[config.mk]
export PLATFORM = sky130hd
export DESIGN_NAME = uart_tx
export DESIGN_NICKNAME = d
export VERILOG_FILES = /design/src/rtl/uart_tx.sv
export SDC_FILE = /design/constraint.sdc
export NUM_CORES = 1
export LEC_CHECK = 0
export ABC_CLOCK_PERIOD_IN_PS = 4210
export CORE_MARGIN = 5
export CORE_UTILIZATION = 50
export DETAILED_ROUTE_END_ITERATION = 10
export PLACE_DENSITY = 0.69
export SLEW_MARGIN = 10
export SYNTH_ARGS = -nofsm -noshare
export SYNTH_HDL_FRONTEND = slang
export SYNTH_SLANG_ARGS = --single-unit
[constraint.sdc]
create_clock -name clock -period 4.21 [get_ports clock]
set_input_delay 1.0525 -clock clock [delete_from_list [all_inputs] [get_ports clock]]
set_output_delay 1.0525 -clock clock [all_outputs]
set_load 0.005 [all_outputs]
[src/rtl/uart_tx.sv]
// rtl/uart_tx.sv - 8N1 UART transmitter with a small byte FIFO in front of the shifter.
// The pin register follows the FSM state by one clock, so every line level lasts exactly CLKS_PER_BIT clocks.
module uart_tx #(
  parameter int CLKS_PER_BIT = 104,
  parameter int FIFO_DEPTH   = 4
) (
  input  logic                          clock,
  input  logic                          reset,
  input  logic [7:0]                    tx_data,
  input  logic                          tx_valid,
  output logic                          tx_ready,
  output logic                          uart_tx_pin,
  output logic                          busy,
  output logic [$clog2(FIFO_DEPTH):0]   level
);

  localparam int PW = $clog2(FIFO_DEPTH);
  localparam int LW = PW + 1;
  localparam int BW = $clog2(CLKS_PER_BIT);
  localparam logic [BW-1:0] BAUD_LAST  = BW'(CLKS_PER_BIT - 1);
  localparam logic [LW-1:0] LEVEL_FULL = LW'(FIFO_DEPTH);

  typedef enum logic [1:0] {
    IDLE,
    START,
    DATA,
    STOP
  } state_e;

  state_e          state_q, state_d;
  logic [BW-1:0]   baud_q, baud_d;
  logic [2:0]      bit_q, bit_d;
  logic [7:0]      shift_q, shift_d;
  logic            pin_q, pin_d;
  logic [PW-1:0]   rd_ptr_q, wr_ptr_q;
  logic [LW-1:0]   level_q, level_d;
  logic [7:0]      mem_q [FIFO_DEPTH];
  logic            push, pop, baud_last, fifo_nonempty;

  assign tx_ready      = (level_q != LEVEL_FULL);
  assign push          = tx_valid && tx_ready;
  assign baud_last     = (baud_q == BAUD_LAST);
  assign fifo_nonempty = (level_q != '0);
  assign uart_tx_pin   = pin_q;
  assign busy          = (state_q != IDLE) || fifo_nonempty;
  assign level         = level_q;

  always_comb begin
    level_d = level_q;
    if (push && !pop) begin
      level_d = level_q + LW'(1);
    end else if (pop && !push) begin
      level_d = level_q - LW'(1);
    end
  end

  always_comb begin
    state_d = state_q;
    baud_d  = baud_q;
    bit_d   = bit_q;
    shift_d = shift_q;
    pin_d   = 1'b1;
    pop     = 1'b0;
    case (state_q)
      IDLE: begin
        baud_d = '0;
        if (fifo_nonempty) begin
          pop     = 1'b1;
          shift_d = mem_q[rd_ptr_q];
          bit_d   = '0;
          state_d = START;
        end
      end
      START: begin
        pin_d = 1'b0;
        if (baud_last) begin
          baud_d  = '0;
          state_d = DATA;
        end else begin
          baud_d = baud_q + BW'(1);
        end
      end
      DATA: begin
        pin_d = shift_q[0];
        if (baud_last) begin
          baud_d  = '0;
          shift_d = {1'b0, shift_q[7:1]};
          if (bit_q == 3'd7) begin
            state_d = STOP;
          end else begin
            bit_d = bit_q + 3'd1;
          end
        end else begin
          baud_d = baud_q + BW'(1);
        end
      end
      STOP: begin
        pin_d = 1'b1;
        if (baud_last) begin
          baud_d = '0;
          // Chain straight into the next start bit so queued frames have no idle gap.
          if (fifo_nonempty) begin
            pop     = 1'b1;
            shift_d = mem_q[rd_ptr_q];
            bit_d   = '0;
            state_d = START;
          end else begin
            state_d = IDLE;
          end
        end else begin
          baud_d = baud_q + BW'(1);
        end
      end
      default: state_d = IDLE;
    endcase
  end

  always_ff @(posedge clock or posedge reset) begin
    if (reset) begin
      state_q  <= IDLE;
      baud_q   <= '0;
      bit_q    <= '0;
      shift_q  <= '0;
      pin_q    <= 1'b1;
      rd_ptr_q <= '0;
      wr_ptr_q <= '0;
      level_q  <= '0;
    end else begin
      state_q <= state_d;
      baud_q  <= baud_d;
      bit_q   <= bit_d;
      shift_q <= shift_d;
      pin_q   <= pin_d;
      level_q <= level_d;
      if (push) wr_ptr_q <= wr_ptr_q + PW'(1);
      if (pop)  rd_ptr_q <= rd_ptr_q + PW'(1);
    end
  end

  // Storage needs no reset: stale bytes are unreachable once the pointers clear.
  always_ff @(posedge clock) begin
    if (push) mem_q[wr_ptr_q] <= tx_data;
  end

endmodule

== Word-level counts from Yosys, hierarchy flattened ==
Memories as Yosys holds them, arrays and structs flattened.
Index checks and enable logic that the tools add are counted.
Widths: inputs -> output; s select.

* Flip-flop bits (word level): 28
* Memory bits (writable): 32
* Logic and storage cells: 68
* Memories kept: 1

* Add/sub/neg operators: 6
* Equality and inequality tests: 12
* Muxes and demuxes: 26
* Reductions and logical operators: 15

{| class="wikitable"
|+ Memory list
! name !! words !! width !! rd ports !! clocked after memory_dff !! wr ports !! line !! RTL
|-
| mem_q || 4 || 8 || 1 || 0 || 1 || 37 || <nowiki>logic [7:0] mem_q [FIFO_DEPTH];</nowiki>
|}

{| class="wikitable"
|+ Operators by type and width
! cell !! number
|-
| $mux 8 || 3
|-
| $pmux 8 s3 || 1
|-
| $mux 3 || 6
|-
| $pmux 7 s2 || 1
|-
| $ne 2x2->1 const B || 6
|-
| $mux 2 || 5
|-
| $pmux 3 s3 || 1
|-
| $pmux 2 s4 || 1
|-
| $add 7x1->7 const B || 1
|-
| $eq 7x7->1 const B || 1
|-
| $mux 7 || 1
|-
| $add 3x1->3 const B || 2
|-
| $reduce_bool 3->1 || 2
|-
| $mux 1 || 5
|-
| $reduce_and 5->1 || 1
|-
| $add 2x1->2 const B || 2
|-
| $eq 2x2->1 const B || 2
|-
| $pmux 1 s2 || 2
|-
| $reduce_and 4->1 || 1
|-
| $reduce_bool 2->1 || 2
|-
| $eq 3x3->1 const B || 1
|-
| $logic_and 1x1->1 || 3
|-
| $ne 3x3->1 const B || 1
|-
| $reduce_and 3->1 || 1
|-
| other kinds (6) || 7
|}

== Longest topological paths before layout ==
Gate-level depths: netlist (run 1).

* Depth in word-level cells: 7
* Depth in mapped cells: 11

== Worst setup path after synthesis (run 1) ==
Ideal clock, no wire load.

* Path kind: register to register
* From: register state_q[0]
* To: register level_q[1], in the netlist level[1]
* Library setup time: 0.125 ns
* Arrival time: 2.284 ns
* Data required time: 4.085 ns
* Setup slack: 1.801 ns
* Cell stages (with the launch flop): 10
* Period minus slack after synthesis: 2.409 ns
* Cell sequence: dfrtp_1 inv_1 ha_1 clkbuf_1 a31oi_1 or3_1 ha_1 inv_1 fa_1 mux2_2

* Cells in the longest elaborated chain, start to end: 5

{| class="wikitable"
|+ Ends and longest elaborated chain
! what !! line !! RTL
|-
| start, declared || 30 || <nowiki>state_e state_q, state_d;</nowiki>
|-
| start signal, assigned || 129 || <nowiki>state_q <= state_d;</nowiki>
|-
| $eq 2x2->1 or $logic_not 2->1 (tied branches) || 64 || <nowiki>case (state_q)</nowiki>
|-
| $pmux 1 s2 (*) || 64 ||
|-
| $logic_not 1->1 (*) || 50 || <nowiki>if (push && !pop) begin</nowiki>
|-
| $logic_and 1x1->1 (*) || 50 ||
|-
| $mux 3 (*) || 50 ||
|-
| via level_d[1] || 36 || <nowiki>logic [LW-1:0] level_q, level_d;</nowiki>
|-
| end signal, assigned || 134 || <nowiki>level_q <= level_d;</nowiki>
|-
| end, declared || 36 ||
|}

Mark *: on every way through the listed nets, which the timed path passes. The rest lies on a longest branch.
A chain may end at the register's enable or synchronous reset.

== Worst setup path after layout (run 1) ==
* From: register state_q[0]
* To: output busy

* Cells in the longest elaborated chain, start to end: 2

{| class="wikitable"
|+ Ends and longest elaborated chain
! what !! line !! RTL
|-
| $reduce_bool 2->1 || 45 || <nowiki>assign busy = (state_q != IDLE) || fifo_nonempty;</nowiki>
|-
| $logic_or 1x1->1 || 45 ||
|-
| end, declared || 13 || <nowiki>output logic busy,</nowiki>
|}

Every way passes these cells.

==> flow_summary.json, run 1 <==
{
  "antenna_found_initial": 0,
  "nets": 225,
  "crit_arrival_ns": 1.92,
  "p_per_area_mw_per_mm2": 487,
  "min_period_over_period": 0.705,
  "end_kind": "primary output",
  "via_per_inst": 5.47,
  "n_fill_cell": 446,
  "fin_setup_tns_ns": 0,
  "skew_ns": 0.00888,
  "period_needed_ns": 2.97,
  "min_from": "baud_q[0]$_DFF_PP0_",
  "pin_count": 17,
  "cap_violations": 0,
  "synth_seq_area_share": 0.609,
  "comb_power_share": 0.156,
  "crit_path_top_delay_cell": "clkdlybuf4s50_1",
  "cp.required_ns": 3.16,
  "crit_type": "register to primary output",
  "grt_overflow": 0,
  "synth-seq-cells": 60,
  "die_area_mm2": 0.00704,
  "vias": 1510,
  "wl_per_cell_um": 16.7,
  "internal_power_w": 0.00116,
  "crit_family": "buffers and inverters",
  "cts.reportedPaths.clkPinSlew_ns": 0.07,
  "hold_depth": 1,
  "core_mm2": 0.00541,
  "status": "complete, no violations",
  "fmax_mhz": 337,
  "finalInstanceArea_mm2": 0.00315,
  "synthFlopType": "edfxtp_1",
  "area_growth_pct": 15.4,
  "synth_cells": 177,
  "timing.rr.start": "state_q[0]$_DFFE_PP0P_",
  "timing_hold_violations_final": 0,
  "postCtsSetupBuffers": 0,
  "cpPeakStageDelay_ns": 0.48,
  "rsz0062_at_grt": "false",
  "worst-path-buf-inv": 2,
  "cts_sinks": 60,
  "final_cells": 276,
  "ant_nets": 0,
  "grtUsageTotal": 0.147,
  "grt_pass1_vias": 1603,
  "critPathMaxFanout": 9,
  "gp_congestion": 0.726,
  "cts_made_buffers": 9,
  "die_h_um": 83.9,
  "worst-path-stages": 4,
  "yosysWarnings": 0,
  "synth-async-reset-ratio": 0.467,
  "finalSetupViolations": 0,
  "seqPwrFrac": 0.495,
  "path_cells": "inv_1 > ha_1 > nand2_1 > clkdlybuf4s50_1",
  "start_kind": "register",
  "ctsHoldBuffers": 0,
  "first_pass_iters": 4,
  "p_leak_nw": 1.25,
  "grt_max_degree": 29,
  "dp_cells": 260,
  "grt_pass1_wl_um": 7760,
  "rr_endpoint": "level[1]$_DFFE_PP0P_",
  "placed_area_mm2": 0.00295,
  "wl_um": 4600,
  "slew_headroom": 0.295,
  "finalMaxSlewViolations": 0,
  "p_switching_w": 0.000373,
  "dp_hpwl_um": 3200,
  "start_util": 0.505,
  "cts_tree": "built",
  "synth_nets": 203,
  "rows": 27,
  "syn_area_per_cell_um2": 15.4,
  "p_sw_frac": 0.243,
  "syn_area_mm2": 0.00273,
  "synth_edf_count": 32,
  "worst_slew_pin_slew_ns": 1.06,
  "drt_iter0_drc": 104,
  "hp-class": "register to register",
  "drive_gt1_frac": 0.201,
  "synth.distinct_cells": 39,
  "htree_levels": 3,
  "rrSetupSlack_ns": 1.64,
  "ir_worst_vdd_uv": 389,
  "drc": 0,
  "reg2reg_depth": 8,
  "root_buffer": "clkbuf_8",
  "cts-resized-gates": 0,
  "port_buffers": 16,
  "hold_end": "baud_q[0]$_DFF_PP0_",
  "insertion_delay_ns": 0.33,
  "cts_max_path_buffers": 2,
  "n_antenna_cell": 0,
  "setup.worst_path.start": "state_q[0]$_DFFE_PP0P_",
  "p_clk_frac": 0.350,
  "die_x_um": 83.9
}
## synth_stat cells (2+ instances only)
cell / instances / area [um2]
mux4_1: 2 / 52.6
nand2b_1: 3 / 18.8
nand2_1: 4 / 15.0
o21ai_0: 2 / 10.0
nor3_1: 4 / 20.0
buf_6: 2 / 22.5
mux4_2: 6 / 135
mux2_2: 17 / 191
dfrtp_1: 27 / 676
a22o_1: 2 / 17.5
clkbuf_1: 2 / 7.51
and3_1: 7 / 43.8
xnor2_1: 6 / 52.6
nor2_1: 9 / 33.8
ha_1: 14 / 175
a21oi_1: 3 / 15.0
xor2_1: 4 / 35.0
nand3_1: 3 / 15.0
inv_1: 9 / 33.8
edfxtp_1: 32 / 961
## sequential cells by signal, indices dropped and copies added, names as in the netlist
name and count:
rd_ptr_q 2, level 3, baud_q 7, uart_tx_pin 1
shift_q 8, mem_q 32, bit_q 3, wr_ptr_q 2
state_q 2
## cells by family after synthesis
logic type,after synthesis,share of synthesized area
compound gates,15,0.0394
simple gates,37,0.0802
buf+inv,14,0.0252
fa+ha+maj,15,0.0715
flops,60,0.609
mux,26,0.143
xor+xnor,10,0.0321
## power by group through the flow
stage / Sequential (W) / Clock, W / Combinational (W)
3_5_place_dp: 0.000772 / 0 / 0.000245
3_3_place_gp: 0.000765 / 0 / 0.000232
2_1_floorplan: 0.000761 / 0 / 0.000147
6_report: 0.000760 / 0.000537 / 0.000239
5_1_grt: 0.000770 / 0.000576 / 0.000270
4_1_cts: 0.000761 / 0.000548 / 0.000247
## worst max path at each step
stage                            to
2_1_floorplan  level[1]$_DFFE_PP0P_
4_1_cts                        busy
6_report                       busy
3_5_place_dp   level[2]$_DFFE_PP0P_
5_1_grt                        busy
3_3_place_gp   level[2]$_DFFE_PP0P_
## routing by layer
| metal | vias up | GRT usage | share of wire |
|---|---|---|---|
| li1 | 702 | - | - |
| met1 | 774 | 0.175 | 0.42 |
| met2 | 25 | 0.236 | 0.52 |
| met3 | 9 | 0.0533 | 0.040 |
| met4 | 0 | 0.0702 | 0.022 |
| met5 | - | 0 | 0 |
## stage by stage
step | power (W) | setup slack (ns) | util | hold slack, ns
after CTS | 0.00156 | 1.22 | 0.583 | 0.466
final | 0.00154 | 1.24 | 0.583 | 0.465
after global placement | 0.000997 | 1.29 | 0.545 | 0.447
after detailed placement | 0.00102 | 1.23 | 0.545 | 0.457
after global routing | 0.00162 | 1.06 | 0.583 | 0.501
after floorplan | 0.000907 | 1.80 | - | 0.435
## layout make-up
class                   instances  area, um2  area share
flip-flops and latches         60       1660       0.528
multi-input cells             103        998       0.317
inverters                       9       33.8      0.0107
clock inverters                 6       78.8      0.0250
well taps                      72       90.1      0.0286
clock buffers                  10        128      0.0405
repair buffers                 16        160      0.0508
## cell usage in the layout, fill, tap and decap left out, types with 4 or more instances in the layout
cell type | synthesis | layout
clkbuf_8 | 0 | 9
ha_1 | 14 | 14
nand2_1 | 4 | 4
mux2_2 | 17 | 17
mux4_2 | 6 | 6
edfxtp_1 | 32 | 32
xnor2_1 | 6 | 6
xor2_1 | 4 | 4
and3_1 | 7 | 7
nor3_1 | 4 | 4
inv_1 | 9 | 9
clkdlybuf4s50_1 | 0 | 16
nor2_1 | 9 | 9
dfrtp_1 | 27 | 27
Power figures use the tool's default switching activity.
==> inputs of run 2 (changes only) <==
- ABC_CLOCK_PERIOD_IN_PS: 4210 -> 2500
- PLACE_DENSITY: 0.69 -> 0.72
- clock period: 4.21 -> 2.5 ns (I/O delays scaled with it)
==> flow_summary.json, run 2 (synthesized netlist as in run 1, its figures left out) <==
{
  "dp_cells": 265,
  "insertion_delay_ns": 0.33,
  "die_x_um": 83.9,
  "min_period_over_period": 0.971,
  "cts_sinks": 60,
  "crit_type": "register to primary output",
  "cts_made_buffers": 9,
  "wl_um": 4610,
  "cts.reportedPaths.clkPinSlew_ns": 0.07,
  "hold_depth": 1,
  "n_antenna_cell": 0,
  "die_h_um": 83.9,
  "period_needed_ns": 2.43,
  "rsz0062_at_grt": "false",
  "critPathMaxFanout": 8,
  "ant_nets": 0,
  "vias": 1505,
  "crit_arrival_ns": 1.80,
  "grt_pass1_wl_um": 7800,
  "layout_commonest_cell": "edfxtp_1",
  "final_cell_mix": "edfxtp_1 (32), dfrtp_1 (27), mux2_2 (17)",
  "fmax_mhz": 412,
  "die_area_mm2": 0.00704,
  "regMostFlops": "mem_q",
  "setup_slack_ns": 0.0736,
  "ctsHoldBuffers": 0,
  "top_layer": "met4",
  "dp_hpwl_um": 3290,
  "ir_worst_vdd_uv": 570,
  "start_kind": "register",
  "rows": 27,
  "core_mm2": 0.00541,
  "port_buffers": 16,
  "worst_slew_pin_slew_ns": 0.554,
  "cap_violations": 0,
  "finalMaxSlewViolations": 0,
  "gp_congestion": 0.830,
  "grt_overflow": 0,
  "area_growth_pct": 18.2,
  "cp.required_ns": 1.88,
  "p_per_area_mw_per_mm2": 788,
  "end_kind": "primary output",
  "cts_tree": "built",
  "fin_setup_tns_ns": 0,
  "hp-class": "register to register",
  "drt_iter0_drc": 61,
  "top_regs": "mem_q: 32 flops, shift_q: 8 flops, baud_q: 7 flops",
  "status": "complete, no violations",
  "finalSetupViolations": 0,
  "root_buffer": "clkbuf_8",
  "grt_max_degree": 29,
  "slew_headroom": 0.631,
  "wl_met1_um": 1900,
  "via_per_inst": 5.32,
  "skew_ns": 0.00572,
  "grtUsageTotal": 0.146,
  "nets": 232,
  "pin_count": 17,
  "start_util": 0.505,
  "final_cells": 283,
  "route.met3.wl_um": 157,
  "timing_hold_violations_final": 0,
  "finalPower_w": 0.00254,
  "antenna_found_initial": 0,
  "drc": 0,
  "grt_pass1_vias": 1671,
  "utilization": 0.597,
  "wl_met2_um": 2440,
  "p_leak_nw": 1.27,
  "wl_per_cell_um": 16.3,
  "pre_cts_ws_ns": -0.0135,
  "drive_gt1_frac": 0.275,
  "cts_max_path_buffers": 2,
  "htree_levels": 3,
  "largest_reg_flops": 32,
  "reg2reg_depth": 8,
  "first_pass_iters": 4
}
## run 2: cell count changes in the layout (fill, tap and decap cells not counted), moves of 2 or more
cell	change
clkinvlp_4	+2
inv_1	-2
ha_1	-2
inv_2	+2
buf_4	+7
clkinv_1	-2
## run 2: through the flow
step	instance area, um2	hold slack [ns]
2_1_floorplan	2730	0.435
3_3_place_gp	2980	0.441
3_5_place_dp	2980	0.463
4_1_cts	3200	0.474
5_1_grt	3230	0.532
6_report	3230	0.505
## run 2: report_power, final
part / switching, W / internal (W) / total [W]
clock: 0.000374 / 0.000458 / 0.000832
combinational: 0.000208 / 0.000222 / 0.000430
sequential: 0.0000773 / 0.00120 / 0.00128
## run 2: path summary, 6_finish.rpt
check | startpoint | endpoint | slack (ns)
min reg2reg | shift_q[5]$_DFFE_PP0P_ | shift_q[5]$_DFFE_PP0P_ | 0.51
min in group asynchronous | reset | rd_ptr_q[1]$_DFFE_PP0P_ | 0.66
max reg2reg | baud_q[0]$_DFF_PP0_ | level[1]$_DFFE_PP0P_ | 0.09
max in group asynchronous | reset | uart_tx_pin$_DFF_PP1_ | 1.52
min | shift_q[5]$_DFFE_PP0P_ | shift_q[5]$_DFFE_PP0P_ | 0.51
max | state_q[0]$_DFFE_PP0P_ | busy | 0.07
## run 2: final cells by class
type,instances,area (um2)
Fill cell,431,2180
Timing Repair Buffer,23,213
Inverter,9,33.8
Clock buffer,10,128
Tap cell,72,90.1
Sequential cell,60,1660
Multi-Input combinational cell,103,1030
Clock inverter,6,65.1
## run 2: worst max-delay path, cell delays in order, from the launching register on
cell and delay [ns]:
dfrtp_1 0.37, inv_2 0.08, ha_2 0.19, buf_4 0.16
nand2_1 0.14, clkdlybuf4s50_1 0.52
## run 2: repair_timing
action	in CTS	in global routing
pin swaps	0	0
setup endpoints to repair	2	3
buffers inserted	2	0
resized for setup	1	8
## run 2: layer usage
layer	track usage	vias up
li1	-	712
met1	0.163	758
met2	0.252	25
met3	0.0415	10
met4	0.0775	0
met5	0	-
